$ cat src/rtl/sa_psum_collector.sv
// Deskews the systolic array's bottom-row psums into aligned rows, accumulates them over K passes
// and queues the final rows in an output FIFO. Define SA_PSUM_COLLECT_RELU_EN to clamp negative final lanes to 0.
module sa_psum_collector #(
  parameter int PE_SIZE    = 4,
  parameter int PSUM_WIDTH = 32,
  parameter int PASS_WIDTH = 8,
  parameter int FIFO_DEPTH = 4
) (
  input  logic                          clk,
  input  logic                          rst,
  input  logic [PSUM_WIDTH*PE_SIZE-1:0] psum_row_i,
  input  logic [PE_SIZE-1:0]            psum_en_i,
  input  logic                          start_i,
  input  logic [PASS_WIDTH-1:0]         pass_cnt_i,
  output logic [PSUM_WIDTH*PE_SIZE-1:0] out_data_o,
  output logic                          out_valid_o,
  input  logic                          out_ready_i,
  output logic                          busy_o,
  output logic                          overflow_o,
  output logic                          align_err_o
);

  localparam int ROW_W  = PSUM_WIDTH * PE_SIZE;
  localparam int RIDX_W = (PE_SIZE > 1) ? $clog2(PE_SIZE) : 1;
  localparam int PTR_W  = (FIFO_DEPTH > 1) ? $clog2(FIFO_DEPTH) : 1;
  localparam int CNT_W  = PTR_W + 1;

  typedef enum logic [1:0] {
    ST_IDLE  = 2'd0,
    ST_ACCUM = 2'd1,
    ST_DRAIN = 2'd2
  } state_e;

  state_e                                   state_q, state_d;
  logic                                     busy_q, busy_d;
  logic [PE_SIZE-1:0][PSUM_WIDTH-1:0]       al_data_s;
  logic [PE_SIZE-1:0]                       al_en_s;
  logic                                     row_ok_s, row_partial_s;
  logic                                     accept_s, load_s, buf_we_s, push_req_s;
  logic                                     final_s, last_row_s;
  logic [PASS_WIDTH-1:0]                    pass_total_q, pass_idx_q;
  logic [RIDX_W-1:0]                        row_idx_q;
  logic [PE_SIZE-1:0][PE_SIZE-1:0][PSUM_WIDTH-1:0] buf_q;
  logic [PE_SIZE-1:0][PSUM_WIDTH-1:0]       sum_s;
  logic [ROW_W-1:0]                         push_row_s;
  logic [FIFO_DEPTH-1:0][ROW_W-1:0]         fifo_mem_q;
  logic [PTR_W-1:0]                         wr_ptr_q, rd_ptr_q, rd_ptr_d;
  logic [CNT_W-1:0]                         fifo_cnt_q, fifo_cnt_d;
  logic                                     fifo_full_s, push_s, pop_s, drop_s;
  logic [ROW_W-1:0]                         head_q, head_d;
  logic                                     valid_q;
  logic                                     overflow_q, align_err_q;

  function automatic logic [PSUM_WIDTH-1:0] final_lane(input logic [PSUM_WIDTH-1:0] v);
`ifdef SA_PSUM_COLLECT_RELU_EN
    final_lane = v[PSUM_WIDTH-1] ? '0 : v;
`else
    final_lane = v;
`endif
  endfunction

  // Lane l is delayed PE_SIZE-1-l cycles so that every lane of a row lines up with the last lane.
  for (genvar l = 0; l < PE_SIZE; l++) begin : g_lane
    localparam int STG = PE_SIZE - 1 - l;
    logic [PSUM_WIDTH-1:0] lane_in_s;
    assign lane_in_s = psum_row_i[PSUM_WIDTH*(PE_SIZE-1-l) +: PSUM_WIDTH];
    if (STG == 0) begin : g_pass
      assign al_data_s[l] = lane_in_s;
      assign al_en_s[l]   = psum_en_i[l];
    end else begin : g_pipe
      logic [STG-1:0][PSUM_WIDTH-1:0] data_q;
      logic [STG-1:0]                 en_q;
      always_ff @(posedge clk) begin
        if (rst) begin
          data_q <= '0;
          en_q   <= '0;
        end else begin
          data_q[0] <= lane_in_s;
          en_q[0]   <= psum_en_i[l];
          for (int s = 1; s < STG; s++) begin
            data_q[s] <= data_q[s-1];
            en_q[s]   <= en_q[s-1];
          end
        end
      end
      assign al_data_s[l] = data_q[STG-1];
      assign al_en_s[l]   = en_q[STG-1];
    end
  end

  assign row_ok_s      = &al_en_s;
  assign row_partial_s = (|al_en_s) && !row_ok_s;
  assign final_s       = (pass_idx_q == (pass_total_q - PASS_WIDTH'(1)));
  assign last_row_s    = (row_idx_q == RIDX_W'(PE_SIZE - 1));

  always_ff @(posedge clk) begin
    if (rst) begin
      state_q <= ST_IDLE;
      busy_q  <= 1'b0;
    end else begin
      state_q <= state_d;
      busy_q  <= busy_d;
    end
  end

  always_comb begin
    state_d = state_q;
    case (state_q)
      ST_IDLE:  if (start_i) state_d = ST_ACCUM; else state_d = ST_IDLE;
      ST_ACCUM: if (push_req_s && last_row_s) state_d = ST_DRAIN; else state_d = ST_ACCUM;
      ST_DRAIN: if (fifo_cnt_q == '0) state_d = ST_IDLE; else state_d = ST_DRAIN;
      default:  state_d = ST_IDLE;
    endcase
  end

  always_comb begin
    accept_s = 1'b0;
    load_s   = 1'b0;
    case (state_q)
      ST_IDLE:  load_s   = start_i;
      ST_ACCUM: accept_s = row_ok_s;
      ST_DRAIN: accept_s = 1'b0;
      default:  accept_s = 1'b0;
    endcase
    buf_we_s   = accept_s && !final_s;
    push_req_s = accept_s && final_s;
    busy_d     = (state_d != ST_IDLE);
  end

  always_ff @(posedge clk) begin
    if (rst) begin
      pass_total_q <= '0;
      pass_idx_q   <= '0;
      row_idx_q    <= '0;
    end else if (load_s) begin
      pass_total_q <= (pass_cnt_i == '0) ? PASS_WIDTH'(1) : pass_cnt_i;
      pass_idx_q   <= '0;
      row_idx_q    <= '0;
    end else if (accept_s) begin
      if (last_row_s) begin
        row_idx_q  <= '0;
        pass_idx_q <= pass_idx_q + PASS_WIDTH'(1);
      end else begin
        row_idx_q  <= row_idx_q + RIDX_W'(1);
      end
    end
  end

  // First pass overwrites the buffer entry; later passes wrap-add onto it.
  always_comb begin
    sum_s      = '0;
    push_row_s = '0;
    for (int l = 0; l < PE_SIZE; l++) begin
      if (pass_idx_q == '0) begin
        sum_s[l] = al_data_s[l];
      end else begin
        sum_s[l] = buf_q[row_idx_q][l] + al_data_s[l];
      end
      push_row_s[PSUM_WIDTH*(PE_SIZE-1-l) +: PSUM_WIDTH] = final_lane(sum_s[l]);
    end
  end

  always_ff @(posedge clk) begin
    if (rst) begin
      buf_q <= '0;
    end else if (buf_we_s) begin
      buf_q[row_idx_q] <= sum_s;
    end
  end

  assign fifo_full_s = (fifo_cnt_q == CNT_W'(FIFO_DEPTH));
  assign pop_s       = valid_q && out_ready_i;
  assign push_s      = push_req_s && (!fifo_full_s || pop_s);
  assign drop_s      = push_req_s && fifo_full_s && !pop_s;
  assign fifo_cnt_d  = fifo_cnt_q + CNT_W'(push_s) - CNT_W'(pop_s);
  assign rd_ptr_d    = rd_ptr_q + PTR_W'(pop_s);

  // The head register follows the next oldest entry, bypassing a push that lands in that slot.
  always_comb begin
    head_d = head_q;
    if (fifo_cnt_d != '0) begin
      if (push_s && (wr_ptr_q == rd_ptr_d)) begin
        head_d = push_row_s;
      end else begin
        head_d = fifo_mem_q[rd_ptr_d];
      end
    end else begin
      head_d = head_q;
    end
  end

  always_ff @(posedge clk) begin
    if (rst) begin
      fifo_mem_q  <= '0;
      wr_ptr_q    <= '0;
      rd_ptr_q    <= '0;
      fifo_cnt_q  <= '0;
      head_q      <= '0;
      valid_q     <= 1'b0;
      overflow_q  <= 1'b0;
      align_err_q <= 1'b0;
    end else begin
      if (push_s) begin
        fifo_mem_q[wr_ptr_q] <= push_row_s;
        wr_ptr_q             <= wr_ptr_q + PTR_W'(1);
      end
      rd_ptr_q    <= rd_ptr_d;
      fifo_cnt_q  <= fifo_cnt_d;
      head_q      <= head_d;
      valid_q     <= (fifo_cnt_d != '0);
      overflow_q  <= overflow_q | drop_s;
      align_err_q <= align_err_q | row_partial_s;
    end
  end

  assign out_data_o  = head_q;
  assign out_valid_o = valid_q;
  assign busy_o      = busy_q;
  assign overflow_o  = overflow_q;
  assign align_err_o = align_err_q;

endmodule
$ cat config.mk
export PLATFORM = sky130hd
export DESIGN_NAME = sa_psum_collector
export DESIGN_NICKNAME = d
export VERILOG_FILES = /design/src/rtl/sa_psum_collector.sv
export SDC_FILE = /design/constraint.sdc
export NUM_CORES = 2
export LEC_CHECK = 0
export BUFFER_PORTS_ARGS = -buffer_cell sky130_fd_sc_hd__buf_2
export CORE_ASPECT_RATIO = 0.6
export CORE_MARGIN = 4
export CORE_UTILIZATION = 60
export CTS_CLUSTER_DIAMETER = 80
export CTS_CLUSTER_SIZE = 14
export DETAILED_ROUTE_END_ITERATION = 7
export PLACE_DENSITY_LB_ADDON = 0.08
export SLEW_MARGIN = 20
export SYNTH_ARGS = -nofsm -noshare
export SYNTH_HDL_FRONTEND = slang
export SYNTH_SLANG_ARGS = --single-unit
$ cat constraint.sdc
create_clock -name clk -period 7.1 [get_ports clk]
set_input_delay 1.42 -clock clk [delete_from_list [all_inputs] [get_ports clk]]
set_output_delay 1.42 -clock clk [all_outputs]
set_load 0.01 [all_outputs]
Word level (Yosys, flattened, before mapping)
Cells that the tools add are included.

Flip-flop bits (word level): 1381. Input bits: 144.

Add/sub/neg operators: 11. $lt $le $gt $ge: 5. Mux-type cells: 23. Bitwise operators: 2. Reduce and logical (&&, ||, !) cells: 26. Equal/unequal tests: 6.

Operator list (number): bitwise mux 512 bit (2); 2-to-1 mux 128 bit (5); binary-select mux 128 bit (select 2 bit) (2); demux 128 bit (select 2 bit) (2); adder 32 bit (4); 2-to-1 mux 32 bit (4); zero test 8 bit (2); logical AND 1 bit (11); less-than comparator 2 x 3 -> 1 bit, second input constant (3); adder 8 x 1 -> 8 bit, second input constant (1); == test 8 bit (1); 2-to-1 mux 8 bit (1); subtractor 8 x 1 -> 8 bit, second input constant (1); 2-to-1 mux 2 bit (3); one-hot mux 2 bit (3 select lines) (1); adder 2 x 1 -> 2 bit, second input constant (2); == test 2 bit, second input constant (2); greater-or-equal comparator 2 x 1 -> 1 bit, second input constant (2); zero test 1 bit (4); AND reduction 4 bit (1); OR reduction 4 bit (1); adder 3 x 1 -> 3 bit (1); == test 3 bit, second input constant (1); zero test 3 bit (1); other kinds (12) (15).

Longest topological paths before layout
Word-level depth: 7. Depth in mapped cells: 23. Mapped depth without buffers: 20.

Least setup slack after synthesis
No wires, ideal clock.

Kind: input-to-reg. Start point: in psum_en_i[3]. End point: reg head_q[101], in the netlist out_data_o[101]. Data required time: 7.022 ns. Slack: 2.048 ns. Data arrival time: 4.974 ns. Stages on the path: 19. Cell sequence: nand4_1 -> nor3_1 -> nand2_1 -> nor4_1 -> buf_2 -> inv_1 -> ha_1 -> inv_1 -> ha_1 -> inv_1 -> fa_1 -> xor2_1 -> xnor2_1 -> and3b_1 -> clkbuf_1 -> clkbuf_1 -> clkbuf_1 -> a211oi_1 -> nor3_1.

Longest elaborated chain between the ends: 7.

Ends and longest elaborated chain: start, declared (line 12) `input logic [PE_SIZE-1:0] psum_en_i,`; AND reduction 4 bit * (line 91) `assign row_ok_s = &al_en_s;`; 2-to-1 mux 1 bit * (line 119) `case (state_q)`; logical AND 1 bit * (line 126) `push_req_s = accept_s && final_s;`; logical AND 1 bit * (line 173) `assign push_s = push_req_s && (!fifo_full_s || pop_s);`; adder 3 x 1 -> 3 bit (line 175) `assign fifo_cnt_d = fifo_cnt_q + CNT_W'(push_s) - CNT_W'(pop_s);`; subtractor 3 x 1 -> 3 bit (line 175); nonzero test 3 bit (line 181) `if (fifo_cnt_d != '0) begin`; end signal, assigned (line 198) `head_q <= '0;`; end signal, assigned (line 209) `head_q <= head_d;`; end, declared (line 50) `logic [ROW_W-1:0] head_q, head_d;`.

Mark *: on every way between the ends. The rest lies on a longest branch, timed or not. A chain may end at the register's enable or synchronous reset.

Final worst setup path
Start point: reg row_idx_q[0]. End point: reg fifo_mem_q[447] (netlist name).

Longest elaborated chain between the ends: 5.

Ends and longest elaborated chain: start, declared (line 42) `logic [RIDX_W-1:0] row_idx_q;`; start signal, assigned (line 144) `row_idx_q <= row_idx_q + RIDX_W'(1);`; binary-select mux 128 bit (select 2 bit) (line 157) `sum_s[l] = buf_q[row_idx_q][l] + al_data_s[l];`; 2-to-1 mux 128 bit; adder 32 bit (line 157); 2-to-1 mux 32 bit (line 154) `if (pass_idx_q == '0) begin`; bitwise mux 512 bit (line 204) `fifo_mem_q[wr_ptr_q] <= push_row_s;`; end signal, assigned by index (line 204); end, declared (line 46) `logic [FIFO_DEPTH-1:0][ROW_W-1:0] fifo_mem_q;`.

Every way passes these cells. The select of a mux whose other input is x is not followed.

==> qor.txt <==
power density over cell area = 259 nW/um^2
final cell count without fillers = 7590
number of buffer cells added on primary ports = 275
maximum clock rate = 187 MHz
outcome = completed
detail-routed net length per standard cell = 22.8 um
switching share of total power = 30.0%
wire length of the first global-routing pass = 269 mm
number of antenna violations at the first check in global routing = 7
overall global routing resource usage = 32.0%
CP endpoint kind = flip-flop
Sink Count = 1381
layout cell share with drive strength beyond 1 = 12.7%
clock-pin slew of the registers on the worst-case setup and hold paths = 70 ps
Register Area = 27700 um^2
number of buffers inserted for hold repair after clock tree synthesis = 0
maximum clock skew at final layout = 31.7 ps
cell total after placement = 7469
CTS-repair resized insts = 0
cell chain of the critical path = buf_12 > mux4_2 > ha_1 > o211ai_1 > o21a_1 > a211oi_1 > o21ai_0 > a21o_1 > a21oi_1 > o21bai_1 > nand3_1 > nor2_1 > nor3_1
number of synthesized flops with an enable pin = 0
signed area change from the synthesized netlist to the final layout = 7.63%
synthesized flop and latch total = 1381
fraction of power consumed by the clock network = 32.7%
Worst Slack Setup Final = 1750 ps
Post-Syn Instances = 6354
CTS buffer count = 108
count of max-cap constraint violations = 0
Via density = 6.35
number of warnings issued by yosys = 0
detailed placement HPWL = 109 mm
number of nets in the final layout = 6548
sw power = 0.00505 W
maximum count of clock buffers along a single path = 3
longest individual stage delay on the worst path = 620 ps
total vias in the final route = 48190
post-layout power = 0.0168 W
number of global-route vias before repair = 44963
minimum clock period after layout = 5350 ps
Slowest-stage cell, CP = dfxtp_4
CTS tree = yes
die outline area = 106000 um^2
H-Tree Depth = 3
summed negative setup slack over all endpoints = 0 ps
Async SR Flop Fraction = 0%
hold violation count in the final report = 0
die span in y = 253 um
share of power burned in registers = 48.8%
Fillers = 8122
worst-margin pin slew = 1200 ps
final-report max-slew violation count = 0
Post-Synthesis Mean Instance Area = 9.48 um^2
Multi-input gate area = 30200 um^2
worst-path fanout max = 59
required arrival time at the worst endpoint = 7660 ps
first-iteration detailed-routing DRC count = 5318
ys flop type = dfxtp_1
Overflow after GRT = 0
insertion delay of the later-clocked pin in the worst-skew pair = 730 ps
# Post-CTS Setup Buffers = 0
Hold WC Path Type = flip-flop to flip-flop
startpoint type of the worst setup path = flip-flop
Leak Pwr = 22.9 nW
number of standard-cell rows in the floorplan = 89
post-synth design cell area = 60300 um^2
maximum ir drop on the vdd rail = 0.416 mV
power share of the combinational group = 18.5%
final cycle utilization of the critical path = 75.3%
largest net degree at the start of global routing = 224
Routed Antenna Nets = 0
wire length reported by the detailed router = 173 mm
post-place setup slack = 1140 ps
Relative slew margins = 20.2%
type of the worst setup path = flip-flop to flip-flop
RSZ-0062 raised after global routing = no
count of unresolved DRC violations after routing = 0
data arrival time of the critical path = 5910 ps
Final Hold Slack = 430 ps
Initial Utilization = 60.9%
DIE WIDTH = 417 um
area of the core = 99000 um^2
clock root buffer = clkbuf_16
sequential share of the synthesized area = 45.9%
number of search-and-repair iterations in the first detailed-routing pass = 5
number of library cell types mapped by synthesis = 85
final setup vio count = 0
synthesized netlist net count = 6641
final estimated routing congestion in global placement = 0.922
Power Internal = 0.0118 W
Top Ports = 276
[logic make-up after synthesis]
logic type	share of synthesized area, %
DFF	45.9
AOI/OAI and AO/OA	20.9
and+or+nand+nor	13.8
xor gates and xnor gates	1.60
adders and majority gates	3.03
muxes	10.8
buffers and inverters	4.08
[worst paths after layout]
check                                            startpoint               to  slack (ps)  cells after the start
worst max-delay path                           row_idx_q[0]  fifo_mem_q[447]        1750                     13
worst min-delay path            g_lane[0].g_pipe.data_q[47]    al_data_s[15]         430                      1
worst max register to register                 row_idx_q[0]  fifo_mem_q[447]        1750                     13
worst min register to register  g_lane[0].g_pipe.data_q[47]    al_data_s[15]         430                      1
[layer usage]
layer	up-vias	share of wire, %	GRT usage (%)
li1	22755	-	-
met3	267	8.0	5.60
met5	-	0.016	0
met4	4	2.4	7.47
met1	23347	47	48.5
met2	1817	43	47.6
[critical path, delay by kind of cell, from the launching register on]
kind | cells | cell delay (ps)
buffers and inverters | 1 | 470
muxes | 1 | 580
DFF | 1 | 620
adders and majority gates | 1 | 370
AOI/OAI and AO/OA | 7 | 2290
and+or+nand+nor | 3 | 750
[cell type report]
class / count / share of cell area [%]
antenna: 2 / 0.00772
tap: 1319 / 2.54
inverter: 53 / 0.314
timing repair buffer: 355 / 3.48
clock buffer: 111 / 4.22
sequential: 1381 / 42.6
multi-input combinational: 4362 / 46.6
clock inverter: 7 / 0.168
[layout by cell type, fill, tap and decap left out, types with 8 or more instances in the layout]
| master | count |
|---|---|
| o21ai_1 | 33 |
| and2_4 | 8 |
| nand2_1 | 374 |
| a31oi_1 | 32 |
| a21oi_1 | 396 |
| mux4_2 | 256 |
| o31a_1 | 11 |
| a21oi_2 | 8 |
| and3_1 | 30 |
| xnor2_1 | 57 |
| clkbuf_16 | 109 |
| nand4_1 | 27 |
| o211ai_1 | 49 |
| nor2_1 | 1033 |
| buf_2 | 274 |
| nor3b_1 | 10 |
| nand3_1 | 47 |
| dfxtp_1 | 1379 |
| buf_12 | 21 |
| a311oi_1 | 10 |
| a211oi_1 | 823 |
| o21a_1 | 27 |
| nand2b_1 | 13 |
| nor2b_1 | 216 |
| xor2_1 | 49 |
| o21bai_1 | 14 |
| a21o_1 | 68 |
| ha_1 | 137 |
| nor3_1 | 64 |
| and2_1 | 11 |
| o21ai_0 | 299 |
| buf_4 | 58 |
| or3_1 | 14 |
| o211a_1 | 28 |
| mux2i_1 | 61 |
| o31ai_1 | 29 |
| inv_1 | 52 |
[cells in the mapped netlist (8+ instances only)]
| cell | instances | share of area [%] |
|---|---|---|
| o31ai_1 | 29 | 0.36 |
| nand2_1 | 375 | 2.3 |
| o21ai_0 | 299 | 2.5 |
| o21bai_1 | 14 | 0.17 |
| nor2b_1 | 217 | 2.3 |
| o21ai_1 | 33 | 0.27 |
| mux2i_1 | 62 | 1.0 |
| nor3b_1 | 10 | 0.12 |
| a21o_1 | 68 | 0.85 |
| and2_1 | 17 | 0.18 |
| o21a_1 | 27 | 0.34 |
| a211oi_1 | 823 | 10 |
| o211ai_1 | 49 | 0.61 |
| o211a_1 | 28 | 0.47 |
| a21oi_2 | 8 | 0.12 |
| nand2b_1 | 13 | 0.13 |
| inv_1 | 53 | 0.33 |
| xnor2_1 | 58 | 0.84 |
| and3_1 | 30 | 0.31 |
| nand3_1 | 47 | 0.39 |
| ha_1 | 138 | 2.9 |
| clkbuf_1 | 390 | 2.4 |
| nand4_1 | 27 | 0.28 |
| buf_1 | 48 | 0.30 |
| or3_1 | 14 | 0.15 |
| o31a_1 | 11 | 0.16 |
| a21oi_1 | 396 | 3.3 |
| buf_2 | 114 | 0.95 |
| a31oi_1 | 32 | 0.33 |
| a311oi_1 | 10 | 0.15 |
| nor2_1 | 1033 | 6.4 |
| mux4_2 | 256 | 9.6 |
| xor2_1 | 49 | 0.71 |
| nor3_1 | 65 | 0.54 |
| dfxtp_1 | 1381 | 46 |
[metrics by stage]
| stage | instance area (um^2) | utilization (%) |
|---|---|---|
| 2_1_floorplan | 60300 | - |
| 3_3_place_gp | 62000 | 62.6 |
| 3_5_place_dp | 62000 | 62.6 |
| 4_1_cts | 64800 | 65.5 |
| 5_1_grt | 64800 | 65.5 |
| 6_report | 64800 | 65.5 |
[power by group through the flow]
stage	Sequential (W)	Combinational [W]	Clock, W
3_3_place_gp	0.00838	0.00298	0
4_1_cts	0.00821	0.00309	0.00556
2_1_floorplan	0.00834	0.00193	0
3_5_place_dp	0.00838	0.00307	0
5_1_grt	0.00822	0.00340	0.00587
6_report	0.00821	0.00312	0.00550
[state kept, by name, indices dropped and copies added (netlist names)]
register	count
al_data_s	64
align_err_o	1
buf_q	512
busy_o	1
fifo_cnt_q	3
fifo_mem_q	512
g_lane.g_pipe.data_q	128
g_lane.g_pipe.en_q	6
out_data_o	128
out_valid_o	1
overflow_o	1
pass_idx_q	8
pass_total_q	8
rd_ptr_q	2
row_idx_q	2
state_q	2
wr_ptr_q	2
Note: power is estimated with default switching activity, not from simulation.
